--- src/rtl/ibuf_fwd_sched.sv ---
// ibuf_fwd_sched: schedules host DMA transfers out of the ingress buffer (ibuf).
//
// The block watches the producer commit pointer. It issues a transfer when a full chunk
// is pending, or when a partial chunk has sat idle for TIMEOUT cycles. A transfer never
// crosses the ibuf wrap. After the DMA engine reports done, the consumer pointer is
// advanced and returned to the producer.
//
// Parameters:
//   BW        ibuf address width (depth 2**BW qwords)
//   CHUNK_QW  maximum qwords per host transfer (1 .. 2**BW)
//   TIMEOUT   idle cycles before a partial chunk is flushed (1 .. 65535)
//
// Ports:
//   clk, rst          clock, asynchronous active-high reset
//   host_en           host driver enabled
//   hst_rdy           producer may accept frames
//   activity          producer wrote ibuf this cycle
//   committed_prod    producer commit pointer {wrap, index}
//   committed_cons    consumer pointer returned to the producer {wrap, index}
//   xfer_req          transfer request to the DMA engine
//   xfer_addr         first ibuf qword of the transfer
//   xfer_qw           transfer length in qwords
//   xfer_ack          DMA engine accepted the request
//   xfer_done         DMA engine finished the accepted transfer (pulse)
//   stat_xfers        completed-transfer count
//
// Build option: define IBUF_SCHED_STATS_EN to build the stat_xfers counter;
// otherwise stat_xfers is tied to zero.

module ibuf_fwd_sched #(
   parameter int unsigned BW       = 10,
   parameter int unsigned CHUNK_QW = 32,
   parameter int unsigned TIMEOUT  = 256
) (
   input  logic          clk,
   input  logic          rst,
   input  logic          host_en,
   output logic          hst_rdy,
   input  logic          activity,
   input  logic [BW:0]   committed_prod,
   output logic [BW:0]   committed_cons,
   output logic          xfer_req,
   output logic [BW-1:0] xfer_addr,
   output logic [BW:0]   xfer_qw,
   input  logic          xfer_ack,
   input  logic          xfer_done,
   output logic [31:0]   stat_xfers
);

   localparam int unsigned PW  = BW + 1;
   localparam int unsigned CW  = 16;
   localparam logic [BW:0]   CHUNK   = PW'(CHUNK_QW);
   localparam logic [BW:0]   DEPTH   = PW'(2**BW);
   localparam logic [CW-1:0] TMO     = CW'(TIMEOUT);
   localparam logic [CW-1:0] CNT_MAX = '1;

   typedef enum logic [2:0] {
      IDLE,
      EVAL,
      REQ,
      BUSY,
      COMMIT
   } state_t;

   state_t        state;
   logic [CW-1:0] idle_cnt;
   logic [BW:0]   pending;
   logic [BW:0]   room;
   logic [BW:0]   len;
   logic          issue;

   // Occupancy, distance to the wrap, and the clipped length of the next transfer.
   always_comb begin
      pending = committed_prod - committed_cons;
      room    = DEPTH - {1'b0, committed_cons[BW-1:0]};
      len     = pending;
      if (CHUNK < len) begin
         len = CHUNK;
      end
      if (room < len) begin
         len = room;
      end
      // An empty buffer never issues, however long it has been idle.
      issue = host_en &&
              ((pending >= CHUNK) || ((pending != '0) && (idle_cnt >= TMO)));
   end

   // Scheduler FSM; every output is a register.
   always_ff @(posedge clk or posedge rst) begin
      if (rst) begin
         state          <= IDLE;
         hst_rdy        <= 1'b0;
         committed_cons <= '0;
         xfer_req       <= 1'b0;
         xfer_addr      <= '0;
         xfer_qw        <= '0;
         idle_cnt       <= '0;
      end else begin
         case (state)
            IDLE: begin
               if (host_en) begin
                  state   <= EVAL;
                  hst_rdy <= 1'b1;
               end
            end

            EVAL: begin
               // The idle counter only runs while the scheduler is waiting for work.
               if (activity || issue) begin
                  idle_cnt <= '0;
               end else if (idle_cnt != CNT_MAX) begin
                  idle_cnt <= idle_cnt + CW'(1);
               end

               if (!host_en) begin
                  state   <= IDLE;
                  hst_rdy <= 1'b0;
               end else if (issue) begin
                  state     <= REQ;
                  xfer_req  <= 1'b1;
                  xfer_addr <= committed_cons[BW-1:0];
                  xfer_qw   <= len;
               end
            end

            // A request or transfer in flight is never aborted by host_en.
            REQ: begin
               if (xfer_ack) begin
                  xfer_req <= 1'b0;
                  state    <= xfer_done ? COMMIT : BUSY;
               end
            end

            BUSY: begin
               if (xfer_done) begin
                  state <= COMMIT;
               end
            end

            COMMIT: begin
               committed_cons <= committed_cons + xfer_qw;
               hst_rdy        <= host_en;
               state          <= host_en ? EVAL : IDLE;
            end

            default: begin
               state <= IDLE;
            end
         endcase
      end
   end

`ifdef IBUF_SCHED_STATS_EN
   // Completed-transfer counter; wraps naturally at 2**32.
   always_ff @(posedge clk or posedge rst) begin
      if (rst) begin
         stat_xfers <= '0;
      end else if (state == COMMIT) begin
         stat_xfers <= stat_xfers + 32'd1;
      end
   end
`else
   assign stat_xfers = 32'd0;
`endif

endmodule

--- config.mk ---
export PLATFORM = sky130hd
export DESIGN_NAME = ibuf_fwd_sched
export DESIGN_NICKNAME = d
export VERILOG_FILES = /design/src/rtl/ibuf_fwd_sched.sv
export SDC_FILE = /design/constraint.sdc
export NUM_CORES = 1
export LEC_CHECK = 0
export BUFFER_PORTS_ARGS = -buffer_cell sky130_fd_sc_hd__buf_2
export CORE_ASPECT_RATIO = 0.75
export CORE_MARGIN = 2
export CORE_UTILIZATION = 56
export DETAILED_ROUTE_END_ITERATION = 8
export GPL_ROUTABILITY_DRIVEN = 0
export PLACE_DENSITY = 0.77
export SLEW_MARGIN = 5
export SYNTH_ARGS = -nofsm -noshare
export SYNTH_HDL_FRONTEND = slang
export SYNTH_SLANG_ARGS = --single-unit
--- constraint.sdc ---
create_clock -name clk -period 6.2 [get_ports clk]
set_input_delay 1.24 -clock clk [delete_from_list [all_inputs] [get_ports clk]]
set_output_delay 1.24 -clock clk [all_outputs]
set_load 0.05 [all_outputs]
==> Word level (Yosys, flattened, before mapping) <==
Cells that the tools add are included.
{ "op_classes": {"addsub": 4, "order_cmp": 4, "eq_ne": 12, "n_mux": 19, "n_reduce_logical": 14} }
{ "ops": {"columns": ["cell", "count"], "rows": [
  ["2-to-1 mux 16 bit", 2],
  ["2-to-1 mux 11 bit", 2],
  ["2-to-1 mux 3 bit", 6],
  ["adder 16 x 1 -> 16 bit (second input constant)", 1],
  [">= comparator 16 x 9 -> 1 bit (second input constant)", 1],
  ["!= test 16 bit (second input constant)", 1],
  ["case mux 3 bit (5 select lines)", 1],
  ["!= test 2 bit (second input constant)", 6],
  ["adder 11 bit", 1],
  [">= comparator 11 x 6 -> 1 bit (second input constant)", 1],
  ["less-than comparator 11 bit", 1],
  ["less-than comparator 6 x 11 -> 1 bit (first input constant)", 1],
  ["nonzero test 11 bit", 1],
  ["subtractor 11 x 10 -> 11 bit (first input constant)", 1],
  ["subtractor 11 bit", 1],
  ["AND reduction 4 bit", 2],
  ["== test 3 x 2 -> 1 bit (second input constant)", 2],
  ["2-to-1 mux 1 bit", 6],
  ["AND reduction 3 bit", 2],
  ["nonzero test 2 bit", 2],
  ["== test 3 x 1 -> 1 bit (second input constant)", 1],
  ["== test 3 bit (second input constant)", 1],
  ["logical NOT 3 bit", 1],
  ["!= test 3 bit (second input constant)", 1],
  ["other kinds (6)", 8]
]} }
{ "totals": {"reg_bits": 53, "input_bits": 17, "output_inout_bits": 66, "elab_cells": 60} }

==> Depth between registers and ports, before layout <==
{ "logic_depth": {"ltp_word": 8, "mapped_depth": 21} }

==> Worst setup path after synthesis <==
Ideal clock, no wire load.
{ "synth_timing": {"path_type": "in2reg", "startpoint": "input port committed_prod[0]", "endpoint": "register xfer_qw[5]", "setup_ps": 126, "arrival_ps": 5319, "slack_ps": 755, "cell_stages": 20, "path_buffers": 1, "cell_sequence": "inv_1 -> ha_1 -> fa_1 -> nand2b_1 -> a21o_1 -> a32o_1 -> nor4_1 -> nand4_1 -> a21o_1 -> nor2_1 -> inv_1 -> ha_1 -> a21o_1 -> a21o_1 -> a2111oi_0 -> o21ai_0 -> or4_1 -> o31a_1 -> buf_2 -> a221o_1"} }
{ "synth_between": {"elab_chain_cells": 6} }
{ "synth_rtl": {"columns": ["item", "line_no", "rtl"], "rows": [
  ["from (decl)", "40", "input logic [BW:0] committed_prod,"],
  ["subtractor 11 bit *", "74", "pending = committed_prod - committed_cons;"],
  ["parallel branches: the longest is 5 deep, another holds less-than comparator 6 x 11 -> 1 bit", null, null],
  ["to (signal assigned)", "122", "xfer_qw <= len;"],
  ["to (decl)", "44", "output logic [BW:0] xfer_qw,"]
]} }
Every way passes the cells marked *.
A chain may end at the register's enable or synchronous reset.

==> Worst setup path after layout <==
{ "layout_timing": {"startpoint": "input port committed_prod[0]", "endpoint": "register xfer_qw[3]"} }
The elaborated chain is that of the path after synthesis.

==> insert_results.sql <==
INSERT INTO impl_metrics (metric_group, metric, value, unit) VALUES
('grt', 'grt_max_degree', '54', ''),
('flow_run', 'max_cap_violations', '0', ''),
('critical_path', 'crit_path_end_kind', 'register', ''),
('synth', 'synth.yosys.seq_area_share', '0.3239', ''),
('detailed_routing', 'route.detailed.drc', '0', ''),
('detailed_routing', 'vias_per_cell', '5.578', ''),
('layout', 'fillCellCount', '611', ''),
('layout', 'register_area', '1326', 'um2'),
('placed_design', 'dp_hpwl', '7.086', 'mm'),
('clocking', 'clock_transition_at_path_regs', '0.10', 'ns'),
('detailed_routing', 'detail-route-antenna-nets', '0', ''),
('layout', 'commonest_non_fill_non_tap_cells_in_the_layout', 'sky130_fd_sc_hd__dfrtp_1, sky130_fd_sc_hd__buf_2, sky130_fd_sc_hd__nand2_1, sky130_fd_sc_hd__nor2_1, sky130_fd_sc_hd__conb_1', ''),
('synth', 'netlist_top_cells_area', 'sky130_fd_sc_hd__dfrtp_1, sky130_fd_sc_hd__ha_1, sky130_fd_sc_hd__buf_4', ''),
('clocking', 'cts_buffers', '5', ''),
('grt', 'grt_first_pass_wirelength', '15.57', 'mm'),
('clocking', 'post-cts-setup-buffer-count', '0', ''),
('floorplan', 'overall_die_height', '78.06', 'um'),
('worst_hold_path', 'hold_path.class', 'reg -> reg', ''),
('detailed_routing', 'drt_iter0_drc', '289', ''),
('floorplan', 'core_area', '6962', 'um2'),
('layout', 'finalNetCount', '581', ''),
('layout', 'post_route_non_filler_standard_cell_count', '628', ''),
('sta', 'final-hold-violation-count', '0', ''),
('floorplan', 'top_level_ports', '83', ''),
('sta', 'report.final.setup_viol', '0', ''),
('synth', 'postSynth.topFlopCell', 'sky130_fd_sc_hd__dfrtp_1', ''),
('critical_path', 'ff2ff_path_depth', '18', ''),
('floorplan', 'fp.dieArea', '8020', 'um2'),
('clocking', 'h-tree-depth', '2', ''),
('clocking', 'cts-resized-gates', '0', ''),
('synth', 'synth_enable_flop_cells', '0', ''),
('critical_path', 'r2r-end', 'xfer_qw[3]$_DFFE_PP0P_', ''),
('synth', 'yosys_warnings', '0', ''),
('layout', 'flow.area_growth_from_synthesis', '8.738', '%'),
('placed_design', 'port_buffers', '50', ''),
('sta', 'period_share', '0.9303', ''),
('worst_hold_path', 'worst_hold_path.endpoint', 'xfer_addr[8]$_DFFE_PP0P_', ''),
('detailed_routing', 'detail_route.wirelength', '9.516', 'mm'),
('critical_path', 'cpMaxStageDelayCell', 'sky130_fd_sc_hd__o31a_1', ''),
('detailed_routing', 'num_vias', '3503', ''),
('power', 'ir_drop', '350.6', 'uV'),
('clocking', 'cts.root.buffer_cell', 'sky130_fd_sc_hd__clkbuf_8', ''),
('layout', 'final_common_cell', 'sky130_fd_sc_hd__dfrtp_1', ''),
('detailed_routing', 'first_pass_iters', '5', ''),
('worst_hold_path', 'min_path_cells', '2', ''),
('sta', 'timing.max_slew.rel_slack', '0.3924', ''),
('synth', 'synth_top_area_frac', '0.3239', ''),
('critical_path', 'r2r_setup_slack', '0.94', 'ns'),
('synth', 'synth_area_per_cell', '8.496', 'um2'),
('power', 'cellPowerDensity', '524.6', 'nW/um2'),
('layout', 'ratio_of_cells_with_drive_above_1_in_the_final_layout', '0.1415', ''),
('sta', 'totalNegativeSetupSlack', '0', 'ns'),
('critical_path', 'path_cells', 'buf_2 -> inv_1 -> ha_1 -> fa_1 -> nand2b_1 -> a21oi_1 -> o22ai_1 -> nor4_1 -> nand4_1 -> a21o_1 -> nor2_1 -> inv_1 -> ha_1 -> a21o_1 -> a21o_1 -> a2111oi_0 -> o21ai_0 -> or4_1 -> o31a_1 -> a221o_1', ''),
('worst_hold_path', 'min_from', 'xfer_addr[8]$_DFFE_PP0P_', ''),
('layout', 'num_antenna_cells', '0', ''),
('synth', 'syn-cell-area', '4095', 'um2'),
('outcome', 'run_status', 'finished clean', ''),
('layout', 'final_util', '0.6396', ''),
('critical_path', 'critPathMostFrequentCell', 'sky130_fd_sc_hd__a21o_1', ''),
('critical_path', 'cp-start-kind', 'input pin', ''),
('sta', 'drv_slew', '0', ''),
('clocking', 'clkLatencyLatePin', '0.32', 'ns'),
('grt', 'antenna_found_initial', '0', ''),
('sta', 'timing.final.crit_period', '5.768', 'ns'),
('layout', 'multiInputGateArea', '2485', 'um2'),
('clocking', 'cts_tree', 'built', ''),
('clocking', 'tritoncts_num_sinks', '53', ''),
('grt', 'globalRouteOverflowTotal', '0', ''),
('detailed_routing', 'routed_wire_length_per_instance', '15.15', 'um'),
('synth', 'synth_top_cell_by_area', 'sky130_fd_sc_hd__dfrtp_1', ''),
('critical_path', 'worst_ep_required_time', '6.40', 'ns');
## cells by family (layout without fill, tap and decap cells)
group,after synthesis,count (layout),share of synthesized area
muxes,7,7,0.01803
adders and majority gates,35,35,0.1106
xor gates and xnor gates,32,32,0.06844
DFF,53,53,0.3239
and+or+nand+nor,164,164,0.1925
AOI/OAI and AO/OA,111,111,0.1812
other,2,37,0.001834
buffers and inverters,78,91,0.1036
## power breakdown
group	leakage, nW	switching [mW]	total, mW	internal [mW]
logic	1.36	1.00	1.52	0.522
registers	0.717	0.105	0.534	0.429
clock network	0.0681	0.119	0.279	0.160
total	2.15	1.23	2.34	1.11
## state kept, by name, indices dropped and copies added (netlist names)
register	flops
idle_cnt	16
xfer_addr	10
hst_rdy	1
xfer_qw	11
state	3
xfer_req	1
committed_cons	11
## critical path, delay by kind of cell
kind | cells | cell delay [ns]
AOI/OAI and AO/OA | 9 | 2.26
and+or+nand+nor | 5 | 1.38
adders and majority gates | 3 | 0.92
buffers and inverters | 3 | 0.16
## cells in the mapped netlist (3+ instances only)
cell type,n
sky130_fd_sc_hd__dfrtp_1,53
sky130_fd_sc_hd__nand2_1,43
sky130_fd_sc_hd__nor2_1,42
sky130_fd_sc_hd__o21ai_0,34
sky130_fd_sc_hd__ha_1,33
sky130_fd_sc_hd__buf_4,32
sky130_fd_sc_hd__inv_1,30
sky130_fd_sc_hd__xnor2_1,24
sky130_fd_sc_hd__a21oi_1,19
sky130_fd_sc_hd__nand3_1,18
sky130_fd_sc_hd__nor3_1,11
sky130_fd_sc_hd__buf_2,9
sky130_fd_sc_hd__nand2b_1,9
sky130_fd_sc_hd__nand4_1,8
sky130_fd_sc_hd__xor2_1,8
sky130_fd_sc_hd__a21o_1,7
sky130_fd_sc_hd__and3_1,7
sky130_fd_sc_hd__clkbuf_1,7
sky130_fd_sc_hd__a211oi_1,6
sky130_fd_sc_hd__o21a_1,6
sky130_fd_sc_hd__and2_1,5
sky130_fd_sc_hd__nor4_1,5
sky130_fd_sc_hd__mux2i_1,4
sky130_fd_sc_hd__nor2b_1,4
sky130_fd_sc_hd__nor3b_1,4
sky130_fd_sc_hd__o21ai_1,4
sky130_fd_sc_hd__a2111oi_0,3
sky130_fd_sc_hd__mux2_2,3
sky130_fd_sc_hd__or3_1,3
## through the flow
step / power, mW / cell area [um2] / hold slack [ns]
after global routing: 2.499 / 4453 / 0.5315
after detailed placement: 2.028 / 4319 / 0.4676
after floorplan: 1.736 / 4227 / 0.4978
after CTS: 2.323 / 4453 / 0.4920
after global placement: 1.993 / 4319 / 0.4576
final: 2.336 / 4453 / 0.4817
## worst max-delay path by stage
stage | end | start | cells after the start
CTS | xfer_qw[3]$_DFFE_PP0P_ | committed_prod[0] | 20
detailed placement | xfer_qw[5]$_DFFE_PP0P_ | committed_prod[0] | 20
global placement | xfer_qw[5]$_DFFE_PP0P_ | committed_prod[0] | 20
floorplan | xfer_qw[5]$_DFFE_PP0P_ | committed_prod[0] | 20
global route | xfer_qw[2]$_DFFE_PP0P_ | committed_prod[0] | 21
finish | xfer_qw[3]$_DFFE_PP0P_ | committed_prod[0] | 20
## area by class of cell
cell class / instances / share of cell area
sequential: 53 / 0.2978
multi-input combinational: 386 / 0.5580
timing repair buffer: 53 / 0.06125
clock buffer: 5 / 0.01545
inverter: 30 / 0.02529
tap: 98 / 0.02754
clock inverter: 3 / 0.01461
## per-layer routing
| layer | GRT usage | share of wire |
|---|---|---|
| met5 | 0 | 0 |
| met4 | 0.06053 | 0.0086 |
| met3 | 0.03651 | 0.060 |
| met2 | 0.3680 | 0.44 |
| met1 | 0.3792 | 0.49 |
No activity file was read; power rests on OpenSTA's default activity.
